## config.mk

```make
export PLATFORM = sky130hd
export DESIGN_NAME = seq_8085_multi
export DESIGN_NICKNAME = d
export VERILOG_FILES = /design/src/rtl/seq_8085_multi.sv
export SDC_FILE = /design/constraint.sdc
export NUM_CORES = 1
export LEC_CHECK = 0
export CELL_PAD_IN_SITES_DETAIL_PLACEMENT = 0
export CELL_PAD_IN_SITES_GLOBAL_PLACEMENT = 2
export CORE_MARGIN = 2
export CORE_UTILIZATION = 24
export DETAILED_ROUTE_END_ITERATION = 10
export PLACE_DENSITY_LB_ADDON = 0.08
export REMOVE_ABC_BUFFERS = 1
export SLEW_MARGIN = 5
export SYNTH_ARGS = -nofsm -noshare
export SYNTH_HDL_FRONTEND = slang
export SYNTH_SLANG_ARGS = --single-unit
```

## constraint.sdc

```tcl
create_clock -name clk -period 1.87 [get_ports clk]
set_clock_uncertainty 0.2 [all_clocks]
set_input_delay 0.374 -clock clk [delete_from_list [all_inputs] [get_ports clk]]
set_output_delay 0.374 -clock clk [all_outputs]
set_load 0.1 [all_outputs]
```

## src/rtl/seq_8085_multi.sv

```systemverilog
`default_nettype none
// +-----------------------------------------------------------------------------+
// | seq_8085_multi : multi-cycle 8085-style instruction sequencer with retire   |
// |                  counter. Optional macro WAIT_STATE_EN: MEM waits mem_ready.|
// | Revision       : 1.0                                                        |
// +-----------------------------------------------------------------------------+
module seq_8085_multi #(
  parameter int CNT_W = 16
) (
  input  logic             clk,
  input  logic             rst,
  input  logic             run,
  input  logic [2:0]       op_class,
  input  logic             cond_met,
  input  logic             mem_ready,
  output logic             pcwrite,
  output logic             irwrite,
  output logic             regwrite,
  output logic             Accwrite,
  output logic             read,
  output logic             write,
  output logic             cywrite,
  output logic             zwrite,
  output logic             halted,
  output logic [2:0]       state,
  output logic [CNT_W-1:0] retired
);

  typedef enum logic [2:0] {
    IDLE   = 3'd0,
    FETCH  = 3'd1,
    DECODE = 3'd2,
    EXEC   = 3'd3,
    MEM    = 3'd4,
    WB     = 3'd5,
    HALT   = 3'd6,
    BAD    = 3'd7
  } state_t;

  localparam logic [2:0] OP_ALU_R = 3'd0;
  localparam logic [2:0] OP_ALU_I = 3'd1;
  localparam logic [2:0] OP_LOAD  = 3'd2;
  localparam logic [2:0] OP_STORE = 3'd3;
  localparam logic [2:0] OP_JMP   = 3'd4;
  localparam logic [2:0] OP_JCC   = 3'd5;
  localparam logic [2:0] OP_HLT   = 3'd6;
  localparam logic [2:0] OP_NOP   = 3'd7;

  state_t           state_q, state_d;
  logic [CNT_W-1:0] retired_q;
  logic             retire;
  logic             mem_done;

`ifdef WAIT_STATE_EN
  assign mem_done = mem_ready;
`else
  logic unused_mem_ready;
  assign unused_mem_ready = mem_ready;
  assign mem_done         = 1'b1;
`endif

  always_comb begin
    state_d  = state_q;
    retire   = 1'b0;
    pcwrite  = 1'b0;
    irwrite  = 1'b0;
    regwrite = 1'b0;
    Accwrite = 1'b0;
    read     = 1'b0;
    write    = 1'b0;
    cywrite  = 1'b0;
    zwrite   = 1'b0;
    case (state_q)
      IDLE: if (run) state_d = FETCH;
      FETCH: begin
        read    = 1'b1;
        irwrite = 1'b1;
        pcwrite = 1'b1;
        state_d = DECODE;
      end
      DECODE: begin
        if (op_class == OP_HLT) begin
          state_d = HALT;
          retire  = 1'b1;
        end else if (op_class == OP_NOP) begin
          retire = 1'b1;
        end else begin
          state_d = EXEC;
        end
      end
      EXEC: begin
        case (op_class)
          OP_ALU_R, OP_ALU_I: begin
            cywrite = 1'b1;
            zwrite  = 1'b1;
            state_d = WB;
          end
          OP_LOAD, OP_STORE: state_d = MEM;
          OP_JMP: begin
            pcwrite = 1'b1;
            retire  = 1'b1;
          end
          OP_JCC: begin
            pcwrite = cond_met;
            retire  = 1'b1;
          end
          default: retire = 1'b1;
        endcase
      end
      MEM: begin
        // The strobe stays up for every wait cycle, not just the completing one.
        if (op_class == OP_LOAD) begin
          read = 1'b1;
          if (mem_done) state_d = WB;
        end else begin
          write  = (op_class == OP_STORE);
          retire = mem_done;
        end
      end
      WB: begin
        Accwrite = (op_class == OP_ALU_R) || (op_class == OP_ALU_I) || (op_class == OP_LOAD);
        retire   = 1'b1;
      end
      HALT: state_d = HALT;
      default: state_d = IDLE;
    endcase
    // Retire boundary: HLT parks in HALT, everything else follows run.
    if (retire && (state_d != HALT)) state_d = run ? FETCH : IDLE;
  end

  always_ff @(posedge clk or posedge rst) begin
    if (rst) begin
      state_q   <= IDLE;
      retired_q <= '0;
    end else begin
      state_q <= state_d;
      if (retire) retired_q <= retired_q + {{(CNT_W-1){1'b0}}, 1'b1};
    end
  end

  assign state   = state_q;
  assign halted  = (state_q == HALT);
  assign retired = retired_q;

endmodule
`default_nettype wire

```

==> results by group, run 1 <==
Global route
  • Total track usage: 0.131
  • First-pass GRT wire length: 5430 um
  • Pin count of the biggest net entering global routing: 20
  • Grt total ovfl: 0
  • Initial antenna violation count: 0
  • Number of global-route vias before repair: ~1100

Setup path
  • Crit path DAT: 1.45 ns
  • Worst setup SP type: register
  • CP Launch Point: state[2]
  • Reg2reg start: state[0]
  • RR Endpoint: retired[1]
  • Setup CP Type: register to primary output
  • R2R depth: 4
  • Crit-path slowest cell: dfrtp_2
  • Endpoint type of the worst setup path: primary output
  • Critical path, cell by cell: buf_6 > nand2b_4 > nor3_4 > buf_6 > buf_12
  • Worst-path fanout max: 6
  • Reg2Reg Setup Slack: 0 ns
  • Slowest stage delay, CP: about 0.46 ns
  • WP data required: 1.30 ns
  • Top cell by count, worst path: buf_6
  • Worst setup path endpoint: zwrite

Layout
  • Most frequent cells in the layout: 27 x buf_4, 27 x buf_12, 16 x dfrtp_1
  • N_diodes: 0
  • Fin nets: 192
  • Fraction of layout cells with a size suffix above 1: 0.467
  • Fill cell count: 451
  • Post-layout util: 0.466
  • Area delta synth->final: 90.1%

Clock tree
  • Clock Latency Late Sink: ~0.26 ns
  • H-tree Lvls: 1
  • CTS tree: done
  • Clock transition at the registers of the reported paths: ~0.07 ns
  • Longest Clk Path Bufs: 2
  • CTS Hold Bufs: 0
  • Num CTS Buffers: 3
  • Sink Count: 19
  • Root Buffer: clkbuf_8

STA
  • RSZ-0062 raised after global routing: yes
  • Final Max Slew Viols: 0
  • Setup Viol. Count Final: 8
  • Period utilization: 1.08
  • Final Hold Fails: 0
  • Setup WS post-layout: -0.151 ns
  • Fmax: just under 0.5 GHz
  • Final min period: 2.02 ns

Flow run
  • Maxcap violations: 0

Pwr
  • Share of power burned in registers: 0.191
  • Internal: 1710 uW
  • Sw frac: 0.526
  • Switching pwr: 1900 uW
  • PD cells: 1670 mW/mm2
  • Worst vdd ir: around 1.4 mV
  • Clock share of power: 0.080
  • P_leak: 0.000909 uW
  • Logic pwr share: 0.729

Placed design
  • RD Place Congestion: 0.748
  • Pre-CTS worst setup slack: -0.515 ns
  • Dpl hpwl: 2430 um
  • Port buffer count: 33

Synth
  • Distinct cell type count after synthesis: 38
  • Yosys Warn Count: 0
  • Post-Synth XOR/XNOR Area: 0.116
  • Post-synth top flop: dfrtp_1
  • #FFs+latches synth: 19
  • Cells after synthesis: ~120
  • Simple-gate share of the synthesized area: 0.283
  • Adder-cell share of the synthesized area: 0.0110
  • Async SR Flop Fraction: 1.00
  • Number of synthesized flops with an enable pin: 0
  • Compound-Gate Fraction of Synth Area: 0.0959
  • Synth Cell Area: 0.00113 mm2
  • Largest family of logic cells by synthesized area: simple AND/OR/NAND/NOR gates
  • Syn avg cell area: between 9 and 10 um2
  • Register area share after synthesis: 0.419
  • Post-synthesis mux area share: 0.00992

Route
  • DRC violations left: 0
  • Wire per inst: approximately 14 um
  • Overall via count from detail_route: 1128
  • Vias/cell: 4.78
  • DRT Wirelength: 3250 um
  • Iteration-0 DRC Markers: 21
  • Antenna Nets Post-Route: 0
  • Drt pass-1 iters: 4

Floorplanning
  • Chip height: 72.8 um
  • Initial Utilization: 0.245
  • Core area: 0.00463 mm2
  • IO Pins: 36
  • Die area: 0.00529 mm2
  • Std-Cell Rows: 25
  • Die width: 72.8 um

Outcome
  • Status: finished, violations left
  • Violated checks: negative setup slack

Worst hold path
  • Class of the most critical hold timing path: input pin to asynchronous set/reset pin
-- state kept, by name, indices dropped and copies added (netlist names) --
register	count
state	3
retired	16
-- through the flow --
step	power (uW)	setup TNS, ns	cell area, um2	cells	hold slack (ns)
6_report	3600	-0.613	2160	236	0.239
3_3_place_gp	3070	-9.46	1950	227	0.323
5_1_grt	3760	-1.19	2160	236	0.266
4_1_cts	3530	-0.570	2100	235	0.250
3_5_place_dp	3070	-9.85	1950	227	0.331
2_1_floorplan	2060	-25.93	1080	113	0.125
-- layer usage --
metal / vias to the layer above / GRT usage / routed length [um]
met5: - / 0 / 0
met4: 0 / 0.0412 / 25
met3: 2 / 0.0331 / 96
met2: 17 / 0.216 / 1690
met1: 554 / 0.169 / 1430
li1: 555 / - / -
-- area by class of cell --
type	count	area [um2]	area share
multi-input cells	90	694	0.322
well taps	54	67.6	0.0313
repair buffers	65	856	0.397
clock buffers	4	45.0	0.0209
inverters	4	15.0	0.00696
flip-flops and latches	19	479	0.222
-- cell usage after synthesis (3+ instances only) --
cell type | count | area (um2)
a21oi_1 | 5 | 25.0
and2_1 | 3 | 18.8
and3_1 | 6 | 37.5
dfrtp_1 | 19 | 475
inv_1 | 4 | 15.0
nand2_1 | 5 | 18.8
nand3_1 | 9 | 45.0
nand4_1 | 11 | 68.8
nor2_1 | 8 | 30.0
xnor2_1 | 15 | 131
-- power groups by stage --
stage / registers [uW] / logic [uW] / clock network [uW]
finish: 690 / 2630 / 288
global route: 710 / 2740 / 314
CTS: 679 / 2550 / 302
detailed placement: 677 / 2400 / 0
global placement: 676 / 2400 / 0
floorplan: 1310 / 755 / 0
-- worst max-delay path: cells and delay by family, from the launching register on --
| family | cells | cell delay, ns |
|---|---|---|
| AND/OR/NAND/NOR | 2 | 0.29 |
| flip-flops | 1 | 0.46 |
| buffers and inverters | 3 | 0.44 |
-- worst min-delay path by stage --
stage,start,end,slack (ns),depth (start not counted)
5_1_grt,rst,retired[5],0.27,3
4_1_cts,rst,retired[5],0.25,3
3_5_place_dp,retired[15],retired[15],0.33,1
3_3_place_gp,retired[15],retired[15],0.32,1
6_report,rst,retired[5],0.24,3
2_1_floorplan,rst,retired[0],0.13,1
-- cells by family (layout without fill, tap and decap cells) --
logic type,Yosys count,count (layout)
AND/OR/NAND/NOR,56,56
flip-flops,19,19
AO/OA/AOI/OAI,16,16
XOR/XNOR,15,15
buffers and inverters,12,73
adder cells (fa/ha/maj),1,1
other,1,1
multiplexers,1,1
-- timing repair --
| item | in CTS | in global routing |
|---|---|---|
| setup endpoints to repair | 25 | 18 |
| gates cloned | 0 | 0 |
| gates resized for setup | 26 | 12 |
| buffers inserted | 4 | 1 |
| pin swaps | 4 | 2 |
(Power assumes the default switching activity.)
==> run 2, diff against run 1 <==
--- a/config.mk
+++ b/config.mk
@@ -13,4 +13,5 @@
 export PLACE_DENSITY_LB_ADDON = 0.08
 export REMOVE_ABC_BUFFERS = 1
+export SKIP_CTS_REPAIR_TIMING = 1
 export SLEW_MARGIN = 5
 export SYNTH_ARGS = -nofsm -noshare
==> constraint.sdc (replaced) <==
create_clock -name clk -period 1.87 [get_ports clk]
set_clock_uncertainty 0.2 [all_clocks]
set_input_delay 0.4675 -clock clk [delete_from_list [all_inputs] [get_ports clk]]
set_output_delay 0.4675 -clock clk [all_outputs]
set_load 0.1 [all_outputs]
==> results by group, run 2 (synthesis gave the netlist of run 1 again) <==
Route
  • Drt pass-1 iters: 4 (unchanged)
  • Vias/cell: 4.74 (-0.78%)
  • DRC violations left: 0 (unchanged)
  • Wire per inst: 13.7 um (about the same)
  • Overall via count from detail_route: 1105 (-2.0%)
  • Iteration-0 DRC Markers: 33 (+57%)
  • Antenna Nets Post-Route: 0 (unchanged)
  • DRT Wirelength: 3200 um (-1.4%)

Floorplanning
  • Die area: 0.00529 mm2 (unchanged)
  • Die width: 72.8 um (unchanged)
  • IO Pins: 36 (unchanged)
  • Chip height: 72.8 um (unchanged)
  • Core area: 0.00463 mm2 (unchanged)
  • Std-Cell Rows: 25 (unchanged)
  • Initial Utilization: 0.245 (unchanged)

Global route
  • Total track usage: 0.130 (-0.00148)
  • Number of global-route vias before repair: 1102 (-3.9%)
  • Most Used Layer, Global Route: met2
  • Initial antenna violation count: 0 (unchanged)
  • First-pass GRT wire length: 5330 um (-1.9%)
  • Pin count of the biggest net entering global routing: 20 (unchanged)
  • GR Util met3: 0.0304 (-0.00276)
  • GR Util met1: 0.175 (+0.00669)
  • Grt total ovfl: 0 (unchanged)
  • GRT met2 Usage: 0.207 (-0.00909)

Clock tree
  • CTS tree: done
  • Clock transition at the registers of the reported paths: 0.08 ns (about the same)
  • Clock Latency Late Sink: 0.26 ns (about the same)
  • Longest Clk Path Bufs: 2 (unchanged)
  • Root Buffer: clkbuf_8
  • H-tree Lvls: 1 (unchanged)
  • Num CTS Buffers: 3 (unchanged)
  • Sink Count: 19 (unchanged)

Setup path
  • Endpoint type of the worst setup path: primary output
  • Slowest stage delay, CP: 0.32 ns (-0.14 ns)
  • Worst-path fanout max: 2 (-4)
  • Worst setup SP type: input pin
  • Critical path, cell by cell: dlymetal6s2s_1 > inv_2 > nor4b_4 > a21oi_2 > nor2_2 > buf_12
  • Setup CP Type: input pin to primary output
  • Crit path DAT: 1.43 ns (-0.02 ns)
  • WP data required: 1.20 ns (-0.10 ns)
  • Crit-path slowest cell: nor4b_4

STA
  • Fmax: 0.476 GHz (-3.8%)
  • Setup WS post-layout: -0.231 ns (-0.0803 ns)
  • Final Max Slew Viols: 0 (unchanged)
  • RSZ-0062 raised after global routing: yes
  • Final Hold Fails: 0 (unchanged)
  • Setup Viol. Count Final: 9 (+1)
  • Final min period: 2.10 ns (+0.0803 ns)
  • Setup TNS: -1.30 ns (-0.685 ns)
  • Period utilization: 1.12 (+0.0429)

Layout
  • Register Area: 478 um2 (-0.26%)
  • Largest register FFs: 16 (unchanged)
  • Area delta synth->final: 85.2%
  • Multi-input logic area: 661 um2 (-4.9%)
  • Fraction of layout cells with a size suffix above 1: 0.469 (+0.00224)
  • Fill cell count: 458 (+1.6%)
  • Post-layout util: 0.454 (-0.0119)
  • N_diodes: 0 (unchanged)
  • Commonest non-fill, non-tap cell in the layout: buf_12
  • Fin nets: 189 (-1.6%)
  • Most frequent cells in the layout: 27 x buf_12, 24 x buf_4, 17 x dfrtp_1

Outcome
  • Status: finished, violations left
  • Violated checks: negative setup slack

Pwr
  • P_leak: 0.000898 uW (-1.2%)
  • Worst vdd ir: 1.30 mV (-4.2%)
  • Power, Total: 3510 uW (-2.6%)
  • PD cells: 1670 mW/mm2 (about the same)

Flow run
  • Maxcap violations: 0 (unchanged)

Placed design
  • RD Place Congestion: 0.741 (-0.91%)
  • Port buffer count: 33 (unchanged)
  • Dpl hpwl: 2430 um (about the same)

Worst hold path
  • Class of the most critical hold timing path: input pin to asynchronous set/reset pin
run 2: cell count changes in the layout (fill, tap and decap cells not counted), sizes merged:
cell and delta:
buf -3, clkinv +1, clkdlybuf4s50 -1, clkdlybuf4s15 -2, dlymetal6s2s +2
run 2: worst paths after layout:
path / from / to / slack [ns] / depth (start not counted)
max in group asynchronous: rst / state[0] / 0.90 / 3
worst min register to register: retired[15] / retired[15] / 0.35 / 1
worst min-delay path: rst / retired[5] / 0.34 / 3
worst max register to register: state[0] / state[0] / 0.02 / 5
worst max-delay path: op_class[1] / read / -0.23 / 6
min in group clk: retired[15] / retired[15] / 0.35 / 1
run 2: metal layers:
metal	wire [um]	vias up	part of all wire
met1	1550	538	0.48
li1	-	551	-
met4	25	0	0.0078
met3	70	2	0.022
met5	0	-	0
met2	1560	14	0.49
run 2: area by class of cell:
| cell class | count | area share |
|---|---|---|
| Timing Repair Buffer | 62 | 0.396 |
| Multi-Input combinational cell | 90 | 0.314 |
| Sequential cell | 19 | 0.227 |
| Tap cell | 54 | 0.0321 |
| Clock buffer | 3 | 0.0196 |
| Inverter | 4 | 0.00833 |
| Clock inverter | 1 | 0.00238 |
run 2: stage by stage:
stage          instance area (um2)  hold WS (ns)  cells  setup slack, ns
4_1_cts                       2000         0.345    232           -0.711
5_1_grt                       2100         0.353    233           -0.313
2_1_floorplan                 1080         0.219    113            -4.18
6_report                      2100         0.337    233           -0.231
3_3_place_gp                  1960         0.324    228           -0.665
3_5_place_dp                  1960         0.332    228           -0.694
run 2: worst max-delay path, delay by kind of cell:
family,cells,cell delay [ns]
AND/OR/NAND/NOR,2,0.48
AO/OA/AOI/OAI,1,0.09
buffers and inverters,3,0.39
run 2: power breakdown:
group	total [uW]	switching, uW	internal [uW]
registers	657	148	509
logic	2560	1560	995
clock network	297	149	148
==> run 3, diff against run 2 <==
ABC_AREA = 1   (was default)
CORE_UTILIZATION = 23   (was 24)
TNS_END_PERCENT = 10   (was default)
==> results by group, run 3 <==
Global route
  • GRT met2 Usage: 0.235 (+0.0276)
  • First-pass GRT wire length: 6500 um (+22%)
  • GR Util met3: 0.0163 (-0.0141)
  • Initial antenna violation count: 0 (unchanged)
  • Most Used Layer, Global Route: met2
  • Pin count of the biggest net entering global routing: 27 (+35%)
  • GR Util met1: 0.143 (-0.0325)
  • Number of global-route vias before repair: 1401 (+27%)
  • Grt total ovfl: 0 (unchanged)
  • Total track usage: 0.125 (-0.00461)

Floorplanning
  • Std-Cell Rows: 28 (+12%)
  • Chip height: 82.2 um (+13%)
  • Die width: 82.2 um (+13%)
  • Initial Utilization: 0.238 (-0.00760)
  • Die area: 0.00676 mm2 (+28%)
  • IO Pins: 36 (unchanged)
  • Core area: 0.00592 mm2 (+28%)

Pwr
  • Sw frac: 0.548 (+0.0188)
  • Share of power burned in registers: 0.186 (about the same)
  • Logic pwr share: 0.724 (-0.004)
  • PD cells: 1400 mW/mm2 (-16%)
  • P_leak: 0.00106 uW (+18%)
  • Clock share of power: 0.090 (+0.005)
  • Switching pwr: 1800 uW (-2.9%)
  • Internal: 1490 uW (-10%)
  • Worst vdd ir: 1.27 mV (-2.4%)

Setup path
  • Worst setup path endpoint: pcwrite
  • Critical path, cell by cell: clkdlybuf4s50_1 > o211ai_1 > a21oi_2 > buf_12
  • R2R depth: 7 (+2)
  • Crit path DAT: 1.43 ns (about the same)
  • CP Launch Point: cond_met
  • Slowest stage delay, CP: 0.45 ns (+0.13 ns)
  • Worst setup SP type: input pin
  • Crit-path slowest cell: clkdlybuf4s50_1
  • Setup CP Type: input pin to primary output
  • Reg2Reg Setup Slack: 0.11 ns (+0.09 ns)
  • Worst-path fanout max: 1 (-1)
  • Endpoint type of the worst setup path: primary output
  • Reg2reg start: state[1]
  • WP data required: 1.20 ns (about the same)
  • RR Endpoint: retired[0]

Clock tree
  • Sink Count: 19 (unchanged)
  • Clock transition at the registers of the reported paths: 0.08 ns (about the same)
  • Num CTS Buffers: 3 (unchanged)
  • Root Buffer: clkbuf_8
  • H-tree Lvls: 1 (unchanged)
  • CTS tree: done
  • Clock Latency Late Sink: 0.26 ns (about the same)
  • Longest Clk Path Bufs: 2 (unchanged)

Route
  • Overall via count from detail_route: 1430 (+29%)
  • DRC violations left: 0 (unchanged)
  • Drt pass-1 iters: 4 (unchanged)
  • Antenna Nets Post-Route: 0 (unchanged)
  • Iteration-0 DRC Markers: 31 (-6.1%)
  • Vias/cell: 4.17 (-12%)
  • Wire per inst: 11.3 um (-17%)
  • DRT Wirelength: 3890 um (+21%)

STA
  • Final min period: 2.10 ns (-0.00365 ns)
  • Setup WS post-layout: -0.227 ns (+0.00365 ns)
  • RSZ-0062 raised after global routing: yes
  • Setup Viol. Count Final: 8 (-1)
  • Period utilization: 1.12 (-0.00195)
  • Final Max Slew Viols: 0 (unchanged)
  • Final Hold Fails: 0 (unchanged)
  • Fmax: 0.477 GHz (+0.17%)

Synth
  • Yosys Warn Count: 0 (unchanged)
  • Synth area leaders: dfrtp_1 34%, nand2_1 21%, nor2_1 6.1%
  • Cells after synthesis: 212 (+75%)
  • #FFs+latches synth: 19 (unchanged)
  • Async SR Flop Fraction: 1.00 (unchanged)
  • Top cells by count, synth: 80 x nand2_1, 23 x nor2_1, 20 x inv_1
  • Register area share after synthesis: 0.338 (-0.0809)
  • Post-synth top flop: dfrtp_1
  • Syn avg cell area: 6.63 um2 (-29%)
  • Synth top area share: 0.338 (-0.0809)
  • Dominant cell by count in the synthesized netlist: nand2_1
  • Synth area leader: dfrtp_1
  • Synth Cell Area: 0.00141 mm2 (+24%)
  • Number of synthesized flops with an enable pin: 0 (unchanged)
  • Distinct cell type count after synthesis: 26 (-32%)

Placed design
  • Placed cell area: 0.00222 mm2 (+14%)
  • Dpl hpwl: 3060 um (+26%)
  • RD Place Congestion: 0.771 (+4.0%)
  • Pre-CTS worst setup slack: -0.484 ns (+0.210 ns)
  • Port buffer count: 33 (unchanged)

Layout
  • Post-route cell area: 0.00234 mm2 (+12%)
  • Fin nets: 278 (+47%)
  • Largest register FFs: 16 (unchanged)
  • Area delta synth->final: 66.7%
  • Commonest non-fill, non-tap cell in the layout: nand2_1
  • N_diodes: 0 (unchanged)
  • Most frequent cells in the layout: 79 x nand2_1, 26 x buf_4, 26 x buf_12
  • Fraction of layout cells with a size suffix above 1: 0.328 (-0.141)

Flow run
  • Maxcap violations: 0 (unchanged)

Outcome
  • Violated checks: negative setup slack
  • Status: finished, violations left

Worst hold path
  • Class of the most critical hold timing path: input pin to asynchronous set/reset pin
run 3: layout make-up:
type                            count  area (um2)
Multi-Input combinational cell    163         832
Timing Repair Buffer               59         808
Inverter                           23        87.6
Tap cell                           75        93.8
Fill cell                         618        3580
Clock buffer                        4        45.0
Sequential cell                    19         478
run 3: cell families (layout without fill, tap and decap cells):
group	count (synthesis)	after routing	share of synthesized area
AOI/OAI and AO/OA	20	20	0.0810
xor gates and xnor gates	8	8	0.0498
adders and majority gates	1	1	0.00890
buffers and inverters	30	86	0.109
DFF	19	19	0.338
other	1	1	0.00267
and+or+nand+nor	133	133	0.411
run 3: worst min-delay path by stage:
stage                             end  cells past startpoint
after CTS                  retired[3]                      3
after floorplan            retired[0]                      1
final                      retired[3]                      3
after global placement     retired[1]                      2
after global routing      retired[15]                      3
after detailed placement  retired[15]                      2
run 3: per-layer routing:
layer,wire length (um),up-vias
li1,-,771
met1,1670,626
met2,2050,29
met3,112,4
met4,58,0
met5,0,-
run 3: worst max-delay path: cells and delay by family:
family          cells  cell delay [ns]
compound gates      2             0.31
buf+inv             2             0.64
run 3: power groups by stage:
stage / sequential, uW / combinational (uW) / clock (uW)
final: 613 / 2380 / 295
after global routing: 627 / 2540 / 334
after CTS: 608 / 2350 / 313
after detailed placement: 611 / 2340 / 0
after global placement: 619 / 2350 / 0
after floorplan: 1150 / 847 / 0
run 3: stage by stage:
stage | instances | power [uW] | setup TNS, ns | utilization | hold slack [ns]
floorplan | 205 | 1990 | -21.95 | - | 0.219
global placement | 338 | 2970 | -8.38 | 0.376 | 0.384
detailed placement | 338 | 2950 | -8.47 | 0.376 | 0.379
CTS | 342 | 3270 | -3.72 | 0.383 | 0.329
global route | 343 | 3500 | -1.78 | 0.396 | 0.348
finish | 343 | 3290 | -1.22 | 0.396 | 0.324
